[src/rtl/dark_bus_arbiter_if.sv]
// Darkbus arbiter signal bundle: two requesters (fe, me), one target (t),
// plus grant/err status.
// Modport master is the arbiter's view; modport slave is the surrounding
// requesters/target view.
interface dark_bus_arbiter_if;
    logic        fe_en;
    logic        fe_rw;
    logic [3:0]  fe_be;
    logic [31:0] fe_addr;
    logic [31:0] fe_wdata;
    logic [31:0] fe_rdata;
    logic        fe_valid;

    logic        me_en;
    logic        me_rw;
    logic [3:0]  me_be;
    logic [31:0] me_addr;
    logic [31:0] me_wdata;
    logic [31:0] me_rdata;
    logic        me_valid;

    logic        t_en;
    logic        t_rw;
    logic [3:0]  t_be;
    logic [31:0] t_addr;
    logic [31:0] t_wdata;
    logic [31:0] t_rdata;
    logic        t_valid;

    logic [1:0]  grant;
    logic        err;

    modport master (
        input  fe_en, fe_rw, fe_be, fe_addr, fe_wdata,
        output fe_rdata, fe_valid,
        input  me_en, me_rw, me_be, me_addr, me_wdata,
        output me_rdata, me_valid,
        output t_en, t_rw, t_be, t_addr, t_wdata,
        input  t_rdata, t_valid,
        output grant, err
    );

    modport slave (
        output fe_en, fe_rw, fe_be, fe_addr, fe_wdata,
        input  fe_rdata, fe_valid,
        output me_en, me_rw, me_be, me_addr, me_wdata,
        input  me_rdata, me_valid,
        input  t_en, t_rw, t_be, t_addr, t_wdata,
        output t_rdata, t_valid,
        input  grant, err
    );
endinterface

[src/rtl/dark_bus_arbiter.sv]
// dark_bus_arbiter: two-requester (fetch, memory stage), one-target darkbus
// arbiter with registered grant, per-transaction lock and watchdog timeout.
// Optional feature macro: DARK_ARB_RR_EN selects round-robin tie-break;
// without it the memory stage always wins ties.
//
// state  | meaning
// IDLE   | no owner, waiting for a request
// GNT_FE | fetch owns the target, waiting for t_valid or timeout
// GNT_ME | memory stage owns the target, waiting for t_valid or timeout
module dark_bus_arbiter #(
    parameter int unsigned TIMEOUT  = 255,
    parameter logic [31:0] ERR_DATA = 32'hDEAD_BEEF
) (
    input  logic clk,
    input  logic res,
    dark_bus_arbiter_if.master bus
);

    // State encoding doubles as the grant code.
    typedef enum logic [1:0] {
        IDLE   = 2'b00,
        GNT_FE = 2'b01,
        GNT_ME = 2'b10
    } state_t;

    localparam logic [16:0] TMO_W = 17'(TIMEOUT);

    state_t      state_q;
    logic [15:0] cnt_q;
    logic        t_en_q;
    logic        t_rw_q;
    logic [3:0]  t_be_q;
    logic [31:0] t_addr_q;
    logic [31:0] t_wdata_q;
    logic        err_q;
    logic        last_me_q;

    logic        busy;
    logic        timeout_hit;
    logic        tie_me;
    logic        pick_me_d;

    assign busy = (state_q == GNT_FE) || (state_q == GNT_ME);
    // cnt_q counts completed grant cycles, so the current cycle is cnt_q+1;
    // a t_valid in the deadline cycle still wins.
    assign timeout_hit = busy && !bus.t_valid && (({1'b0, cnt_q} + 17'd1) == TMO_W);

    // Tie-break choice and winner selection for the IDLE state.
    always_comb begin
`ifdef DARK_ARB_RR_EN
        tie_me = !last_me_q;
`else
        tie_me = 1'b1;
`endif
        pick_me_d = bus.me_en && (!bus.fe_en || tie_me);
    end

    // Arbiter FSM with latched target request, watchdog and sticky error.
    always_ff @(posedge clk or negedge res) begin
        if (!res) begin
            state_q   <= IDLE;
            cnt_q     <= '0;
            t_en_q    <= 1'b0;
            t_rw_q    <= 1'b0;
            t_be_q    <= '0;
            t_addr_q  <= '0;
            t_wdata_q <= '0;
            err_q     <= 1'b0;
            last_me_q <= 1'b0;
        end else begin
            unique case (state_q)
                IDLE: begin
                    cnt_q <= '0;
                    if (bus.fe_en || bus.me_en) begin
                        t_en_q    <= 1'b1;
                        last_me_q <= pick_me_d;
                        if (pick_me_d) begin
                            state_q   <= GNT_ME;
                            t_rw_q    <= bus.me_rw;
                            t_be_q    <= bus.me_be;
                            t_addr_q  <= bus.me_addr;
                            t_wdata_q <= bus.me_wdata;
                        end else begin
                            state_q   <= GNT_FE;
                            t_rw_q    <= bus.fe_rw;
                            t_be_q    <= bus.fe_be;
                            t_addr_q  <= bus.fe_addr;
                            t_wdata_q <= bus.fe_wdata;
                        end
                    end
                end
                GNT_FE, GNT_ME: begin
                    if (bus.t_valid || timeout_hit) begin
                        state_q <= IDLE;
                        t_en_q  <= 1'b0;
                        cnt_q   <= '0;
                    end else begin
                        cnt_q <= cnt_q + 16'd1;
                    end
                    if (timeout_hit) begin
                        err_q <= 1'b1;
                    end
                end
                default: begin
                    state_q <= IDLE;
                    t_en_q  <= 1'b0;
                end
            endcase
        end
    end

    // Completion pass-through to the owner; the other requester sees zeros.
    always_comb begin
        bus.fe_valid = 1'b0;
        bus.fe_rdata = '0;
        bus.me_valid = 1'b0;
        bus.me_rdata = '0;
        if (state_q == GNT_FE) begin
            bus.fe_valid = bus.t_valid || timeout_hit;
            bus.fe_rdata = timeout_hit ? ERR_DATA : bus.t_rdata;
        end else if (state_q == GNT_ME) begin
            bus.me_valid = bus.t_valid || timeout_hit;
            bus.me_rdata = timeout_hit ? ERR_DATA : bus.t_rdata;
        end
    end

    assign bus.t_en    = t_en_q;
    assign bus.t_rw    = t_rw_q;
    assign bus.t_be    = t_be_q;
    assign bus.t_addr  = t_addr_q;
    assign bus.t_wdata = t_wdata_q;
    assign bus.grant   = state_q;
    assign bus.err     = err_q;

endmodule

[src/flat_wrapper.sv]
// flat-port wrapper written by rule: the top's interface ports become plain ports
module dark_bus_arbiter_flat 
#(
    parameter int unsigned TIMEOUT  = 255,
    parameter logic [31:0] ERR_DATA = 32'hDEAD_BEEF
)
  (clk, res, bus_fe_en, bus_fe_rw, bus_fe_be, bus_fe_addr, bus_fe_wdata, bus_fe_rdata, bus_fe_valid, bus_me_en, bus_me_rw, bus_me_be, bus_me_addr, bus_me_wdata, bus_me_rdata, bus_me_valid, bus_t_en, bus_t_rw, bus_t_be, bus_t_addr, bus_t_wdata, bus_t_rdata, bus_t_valid, bus_grant, bus_err);
  dark_bus_arbiter_if bus_i ();
  input  logic clk;
  input  logic res;
  input wire logic [$bits(bus_i.fe_en)-1:0] bus_fe_en;
  input wire logic [$bits(bus_i.fe_rw)-1:0] bus_fe_rw;
  input wire logic [$bits(bus_i.fe_be)-1:0] bus_fe_be;
  input wire logic [$bits(bus_i.fe_addr)-1:0] bus_fe_addr;
  input wire logic [$bits(bus_i.fe_wdata)-1:0] bus_fe_wdata;
  output wire logic [$bits(bus_i.fe_rdata)-1:0] bus_fe_rdata;
  output wire logic [$bits(bus_i.fe_valid)-1:0] bus_fe_valid;
  input wire logic [$bits(bus_i.me_en)-1:0] bus_me_en;
  input wire logic [$bits(bus_i.me_rw)-1:0] bus_me_rw;
  input wire logic [$bits(bus_i.me_be)-1:0] bus_me_be;
  input wire logic [$bits(bus_i.me_addr)-1:0] bus_me_addr;
  input wire logic [$bits(bus_i.me_wdata)-1:0] bus_me_wdata;
  output wire logic [$bits(bus_i.me_rdata)-1:0] bus_me_rdata;
  output wire logic [$bits(bus_i.me_valid)-1:0] bus_me_valid;
  output wire logic [$bits(bus_i.t_en)-1:0] bus_t_en;
  output wire logic [$bits(bus_i.t_rw)-1:0] bus_t_rw;
  output wire logic [$bits(bus_i.t_be)-1:0] bus_t_be;
  output wire logic [$bits(bus_i.t_addr)-1:0] bus_t_addr;
  output wire logic [$bits(bus_i.t_wdata)-1:0] bus_t_wdata;
  input wire logic [$bits(bus_i.t_rdata)-1:0] bus_t_rdata;
  input wire logic [$bits(bus_i.t_valid)-1:0] bus_t_valid;
  output wire logic [$bits(bus_i.grant)-1:0] bus_grant;
  output wire logic [$bits(bus_i.err)-1:0] bus_err;
  assign bus_i.fe_en = bus_fe_en;
  assign bus_i.fe_rw = bus_fe_rw;
  assign bus_i.fe_be = bus_fe_be;
  assign bus_i.fe_addr = bus_fe_addr;
  assign bus_i.fe_wdata = bus_fe_wdata;
  assign bus_fe_rdata = bus_i.fe_rdata;
  assign bus_fe_valid = bus_i.fe_valid;
  assign bus_i.me_en = bus_me_en;
  assign bus_i.me_rw = bus_me_rw;
  assign bus_i.me_be = bus_me_be;
  assign bus_i.me_addr = bus_me_addr;
  assign bus_i.me_wdata = bus_me_wdata;
  assign bus_me_rdata = bus_i.me_rdata;
  assign bus_me_valid = bus_i.me_valid;
  assign bus_t_en = bus_i.t_en;
  assign bus_t_rw = bus_i.t_rw;
  assign bus_t_be = bus_i.t_be;
  assign bus_t_addr = bus_i.t_addr;
  assign bus_t_wdata = bus_i.t_wdata;
  assign bus_i.t_rdata = bus_t_rdata;
  assign bus_i.t_valid = bus_t_valid;
  assign bus_grant = bus_i.grant;
  assign bus_err = bus_i.err;
  dark_bus_arbiter #(.TIMEOUT(TIMEOUT), .ERR_DATA(ERR_DATA)) u_core (.clk(clk), .res(res), .bus(bus_i));
endmodule
[config.mk]
export PLATFORM = sky130hd
export DESIGN_NAME = dark_bus_arbiter_flat
export DESIGN_NICKNAME = d
export VERILOG_FILES = /design/src/rtl/dark_bus_arbiter_if.sv /design/src/rtl/dark_bus_arbiter.sv /design/src/flat_wrapper.sv
export SDC_FILE = /design/constraint.sdc
export NUM_CORES = 1
export LEC_CHECK = 0
export BUFFER_PORTS_ARGS = -buffer_cell sky130_fd_sc_hd__clkbuf_2
export CAP_MARGIN = 20
export CORE_MARGIN = 4
export CORE_UTILIZATION = 30
export DETAILED_ROUTE_END_ITERATION = 12
export PLACE_DENSITY_LB_ADDON = 0.3
export SLEW_MARGIN = 20
export SYNTH_ARGS = -nofsm -noshare
export SYNTH_HDL_FRONTEND = slang
export SYNTH_SLANG_ARGS = --single-unit
[constraint.sdc]
create_clock -name clk -period 2.52 [get_ports clk]
set_input_delay 0.126 -clock clk [delete_from_list [all_inputs] [get_ports clk]]
set_output_delay 0.126 -clock clk [all_outputs]
set_load 0.005 [all_outputs]
After elaboration in Yosys (flattened, before gate mapping)
Cells that the tools add are included.

storage, ports and cells
  register bits = 89
  latch bits = 0
  memory bits (writable) = 0
  memory bits (read-only) = 0
  input bits = 175
  output and inout bits = 139
  logic and storage cells = 47
  memories = 0

operators by class
  add/subtract/negate cells = 2
  $mul = 0
  divide/modulo/power cells = 0
  $lt $le $gt $ge = 0
  equality and inequality tests = 5
  shift operators = 0
  multiplexer cells = 20
  bitwise gates (word level) = 0
  reduce and logical (&&, ||, !) cells = 12

operator list
  kind                                                    count
  2-to-1 mux 32 bit                                       6
  one-hot mux 16 bit (2 select lines)                     1
  adder 16 x 1 -> 17 bit (second input constant)          1
  equality test 17 x 8 -> 1 bit (second input constant)   1
  adder 16 x 1 -> 16 bit (second input constant)          1
  2-to-1 mux 16 bit                                       1
  2-to-1 mux 1 bit                                        6
  2-to-1 mux 2 bit                                        3
  AND reduction 2 bit                                     3
  2-to-1 mux 4 bit                                        1
  inequality test 2 x 1 -> 1 bit (second input constant)  2
  one-hot mux 2 bit (2 select lines)                      1
  logical OR 1 bit                                        3
  equality test 2 x 1 -> 1 bit (second input constant)    1
  equality test 2 bit (second input constant)             1
  logical AND 1 bit                                       2
  zero test 2 bit                                         1
  one-hot mux 1 bit (2 select lines)                      1
  nonzero test 2 bit                                      1
  OR reduction 2 bit                                      1
  zero test 1 bit                                         1

Depth between registers and ports, before layout
  depth in word-level cells = 7
  gate-level depth with buffers = 11
  depth with buffers taken out = 8

Worst setup path before layout
Ideal clock, no wire load.

  path kind = register to output
  start = reg u_core.cnt_q[0]
  end = out bus_me_rdata[14]
  arrival = 2.276 ns
  required time = 2.394 ns
  setup slack = 0.118 ns
  cell stages (with the launch flop) = 10
  path buffers = 2
  path through = dfrtp_1 > ha_1 > nand4_1 > or4_4 > a21oi_2 > nand3_1 > or3_1 > buf_2 > buf_6 > and3_1

between the ends
  cells in the longest elaborated chain, start to end = 6

RTL lines
  element                        line                     text
  from (decl)                    dark_bus_arbiter.sv:29   logic [15:0] cnt_q;
  from (signal assigned)         dark_bus_arbiter.sv:98   cnt_q <= cnt_q + 16'd1;
  adder 16 x 1 -> 17 bit         dark_bus_arbiter.sv:46   assign timeout_hit = busy && !bus.t_valid && (({1'b0, cnt_q} + 17'd1) == TMO_W);
  equality test 17 x 8 -> 1 bit  dark_bus_arbiter.sv:46
  logical AND 1 bit              dark_bus_arbiter.sv:46
  2-to-1 mux 32 bit              dark_bus_arbiter.sv:123  bus.me_rdata = timeout_hit ? ERR_DATA : bus.t_rdata;
  2-to-1 mux 32 bit              dark_bus_arbiter.sv:121  end else if (state_q == GNT_ME) begin
  2-to-1 mux 32 bit              dark_bus_arbiter.sv:118  if (state_q == GNT_FE) begin
  to (decl)                      flat_wrapper.sv:23       output wire logic [$bits(bus_i.me_rdata)-1:0] bus_me_rdata;

No other way between the ends.

Worst setup path after layout
  start = reg u_core.cnt_q[5]
  end = out bus_me_rdata[20]

Same word-level chain as after synthesis.

==> run_results.csv <==
group,metric,value,unit
outcome,outcome,"finished with violations",
outcome,violations,"negative setup slack",
layout,syn_to_final_growth,51.5,%
synthesis,ys_seq_elements,89,
floorplan,start_util,30.8,%
synthesis,synth_area_leader_cell,"dfrtp_1",
synthesis,avgSynthCellArea,9.19,sq um
layout,nets,1062,
floorplan,die_h,139,microns
sta,fin_crit,2730,ps
placed_design,place_ws,70.1,ps
synthesis,synth_common_cells,"93 x nand2_1, 89 x dfrtp_1, 78 x o21ai_0, 70 x mux2i_1, 50 x o21a_1",
worst_setup_path,cp_max_fo,8,
synthesis,yosysWarnings,0,
floorplan,die_w,139,microns
floorplan,core,16700,sq um
route,num_vias,5207,
sta,setup_viol,66,
route,wl_per_cell,15.5,microns
pwr,power.total,6.54,mW
clock_tree,cts.htree.levels,3,
layout,antennaDiodeCount,0,
global_routing,grt_pass1_vias,5114,
sta,rsz0062_at_grt,"yes",
sta,timing.final.crit_share,109,%
placed_design,placed_area,7140,sq um
layout,layout-drive-gt1-share,46.5,%
clock_tree,numCtsBuffers,9,
worst_hold_path,min_path_type,"input port to flop",
sta,worst_slack,-215,ps
global_routing,antenna_found_initial,0,
global_routing,use_met2,29.0,%
synthesis,synth.most_common_cell,"nand2_1",
floorplan,num_rows,47,
synthesis,syn-instance-count,560,
worst_setup_path,cp.arrival,2610,ps
clock_tree,clk_path_buf_depth,2,
sta,slew-limit-headroom,62.6,%
sta,timing.final.max_slew_violations,0,
synthesis,synth_edf_count,0,
clock_tree,cts_sinks,89,
job,drv_cap,0,
sta,fmax,366,MHz
global_routing,grt_max_degree,78,
synthesis,synthFlopType,"dfrtp_1",
global_routing,track_usage,17.1,%
global_routing,grt_pass1_wl,27.1,mm
global_routing,grtUsageMet1,21.5,%
pwr,static-leakage-power,4.07,nW
placed_design,dp_hpwl,13.1,mm
worst_setup_path,path_class,"flop to output pin",
pwr,vdd_drop_max,345,uV
floorplan,ios,314,
placed_design,gp_congestion,0.871,
route,firstDrtPassIters,4,
global_routing,grt_overflow_total,0,
synthesis,synth_top_area_share,43.3,%
synthesis,yosysSeqAreaShare,43.3,%
sta,tightest_slew,555,ps
global_routing,grt-busiest-layer,"met2",
route,drc,0,
clock_tree,cts_tree,"yes",
placed_design,io_buffers,313,
worst_setup_path,cp-start-kind,"flop",
layout,final_area,7790,sq um
sta,tns,-11290,ps
clock_tree,path_clk_slew,70,ps
global_routing,met3_usage,3.86,%
route,antenna_left,0,
floorplan,dieArea,19300,sq um
synthesis,ys_types,51,
synthesis,syn-cell-area,5150,sq um
sta,finalHoldViolations,0,
worst_setup_path,critPathCaptureType,"output pin",
sta,skew,8.48,ps
pwr,power_density,839,nW/um^2
route,drtIter0Drc,217,
route,wl,17.2,mm
clock_tree,clk_latency,350,ps
synthesis,ys_async_sr_fraction,100,%
synthesis,mappedNetlistNets,741,
clock_tree,cts-root-buf,"clkbuf_16",
route,via_per_inst,4.71,
synthesis,yosys-top-cells-area,"dfrtp_1 43%, mux2i_1 14%, o21ai_0 7.6%, o21a_1 7.3%, nand2_1 6.8%",
layout,final.fill_count,1612,
worst_setup_path,crit_required,2390,ps
-- cells by family after synthesis --
group / after synthesis / synth area share (%)
muxes: 70 / 13.6
DFF: 89 / 43.3
adders and majority gates: 6 / 1.46
buffers and inverters: 55 / 4.52
and+or+nand+nor: 174 / 16.2
AOI/OAI and AO/OA: 163 / 20.4
xor gates and xnor gates: 3 / 0.511
-- cell type report --
| cell class | count | area [sq um] | share of cell area [%] |
|---|---|---|---|
| Timing Repair Buffer | 360 | 2120 | 27.2 |
| Clock inverter | 6 | 75.1 | 0.963 |
| Multi-Input combinational cell | 416 | 2840 | 36.5 |
| Tap cell | 220 | 275 | 3.53 |
| Inverter | 5 | 18.8 | 0.241 |
| Clock buffer | 10 | 229 | 2.94 |
| Sequential cell | 89 | 2230 | 28.6 |
-- placed cells by master (no fill, tap or decap), types with 3 or more instances in the layout --
cell type,count
nand4_1,3
nor2b_1,3
nand3_1,14
clkbuf_16,11
mux2i_1,70
buf_6,13
and3_4,15
clkbuf_2,272
buf_4,32
and3_1,3
o21a_1,50
dfrtp_1,85
dfrtp_2,4
inv_1,5
buf_12,6
nor3_1,3
ha_1,5
o21ai_0,77
o211ai_1,12
buf_2,33
nand2b_1,6
nand2_1,93
nor2_1,13
-- registers in the layout, summed over array words and instances (netlist names) --
register / cells
u_core.bus.t_addr: 32
u_core.bus.t_wdata: 32
u_core.cnt_q: 16
u_core.bus.t_be: 4
u_core.bus.grant: 2
u_core.bus.err: 1
u_core.bus.t_en: 1
u_core.bus.t_rw: 1
-- power by group --
| group | internal, mW | leakage, nW | switching (mW) |
|---|---|---|---|
| clock network | 0.785 | 0.146 | 0.602 |
| logic | 1.33 | 2.81 | 1.51 |
| registers | 2.01 | 1.11 | 0.305 |
-- path summary, 6_finish.rpt --
| path | from | to | slack [ps] | cells after the start |
|---|---|---|---|---|
| worst max-delay path | u_core.cnt_q[5]$_DFFE_PN0P_ | bus_me_rdata[20] | -210 | 8 |
| worst min-delay path | bus_fe_addr[31] | u_core.bus.t_addr[31]$_DFFE_PN0P_ | 60 | 3 |
| worst max register to register | u_core.cnt_q[5]$_DFFE_PN0P_ | u_core.bus.t_en$_DFFE_PN0P_ | 120 | 8 |
| worst min register to register | u_core.bus.t_wdata[19]$_DFFE_PN0P_ | u_core.bus.t_wdata[19]$_DFFE_PN0P_ | 480 | 2 |
| max in group asynchronous | res | u_core.cnt_q[7]$_DFFE_PN0P_ | 1550 | 3 |
| min in group asynchronous | res | u_core.bus.t_wdata[12]$_DFFE_PN0P_ | 320 | 2 |
-- stage by stage --
| step | instances | hold WS [ps] | util, % |
|---|---|---|---|
| 2_1_floorplan | 560 | -170 | - |
| 3_3_place_gp | 1078 | 139 | 42.7 |
| 3_5_place_dp | 1078 | 145 | 42.7 |
| 4_1_cts | 1102 | 49.0 | 45.4 |
| 5_1_grt | 1106 | 71.7 | 46.7 |
| 6_report | 1106 | 61.3 | 46.7 |
-- timing repair --
item | in CTS | in global routing
gates cloned | 2 | 3
hold buffers | 1 | 0
hold endpoints to repair | 39 | 0
resized for setup | 14 | 68
setup buffers | 5 | 1
setup endpoints to repair | 66 | 77
pin swaps | 9 | 13
-- worst max-delay path: stages, from the launching register on --
cell and delay [ps]:
dfrtp_1 460, nand3_4 160, or4_4 550, a21oi_2 150, nand3_2 100, or3_4 420
buf_6 150, and3_1 170, clkbuf_2 100
-- per-layer routing --
layer  routed length [microns]  vias to the layer above
met1                      7070                     2333
met2                      8570                      220
li1                          -                     2635
met4                       275                        0
met3                      1260                       19
met5                         0                        -
(Power assumes the default switching activity.)
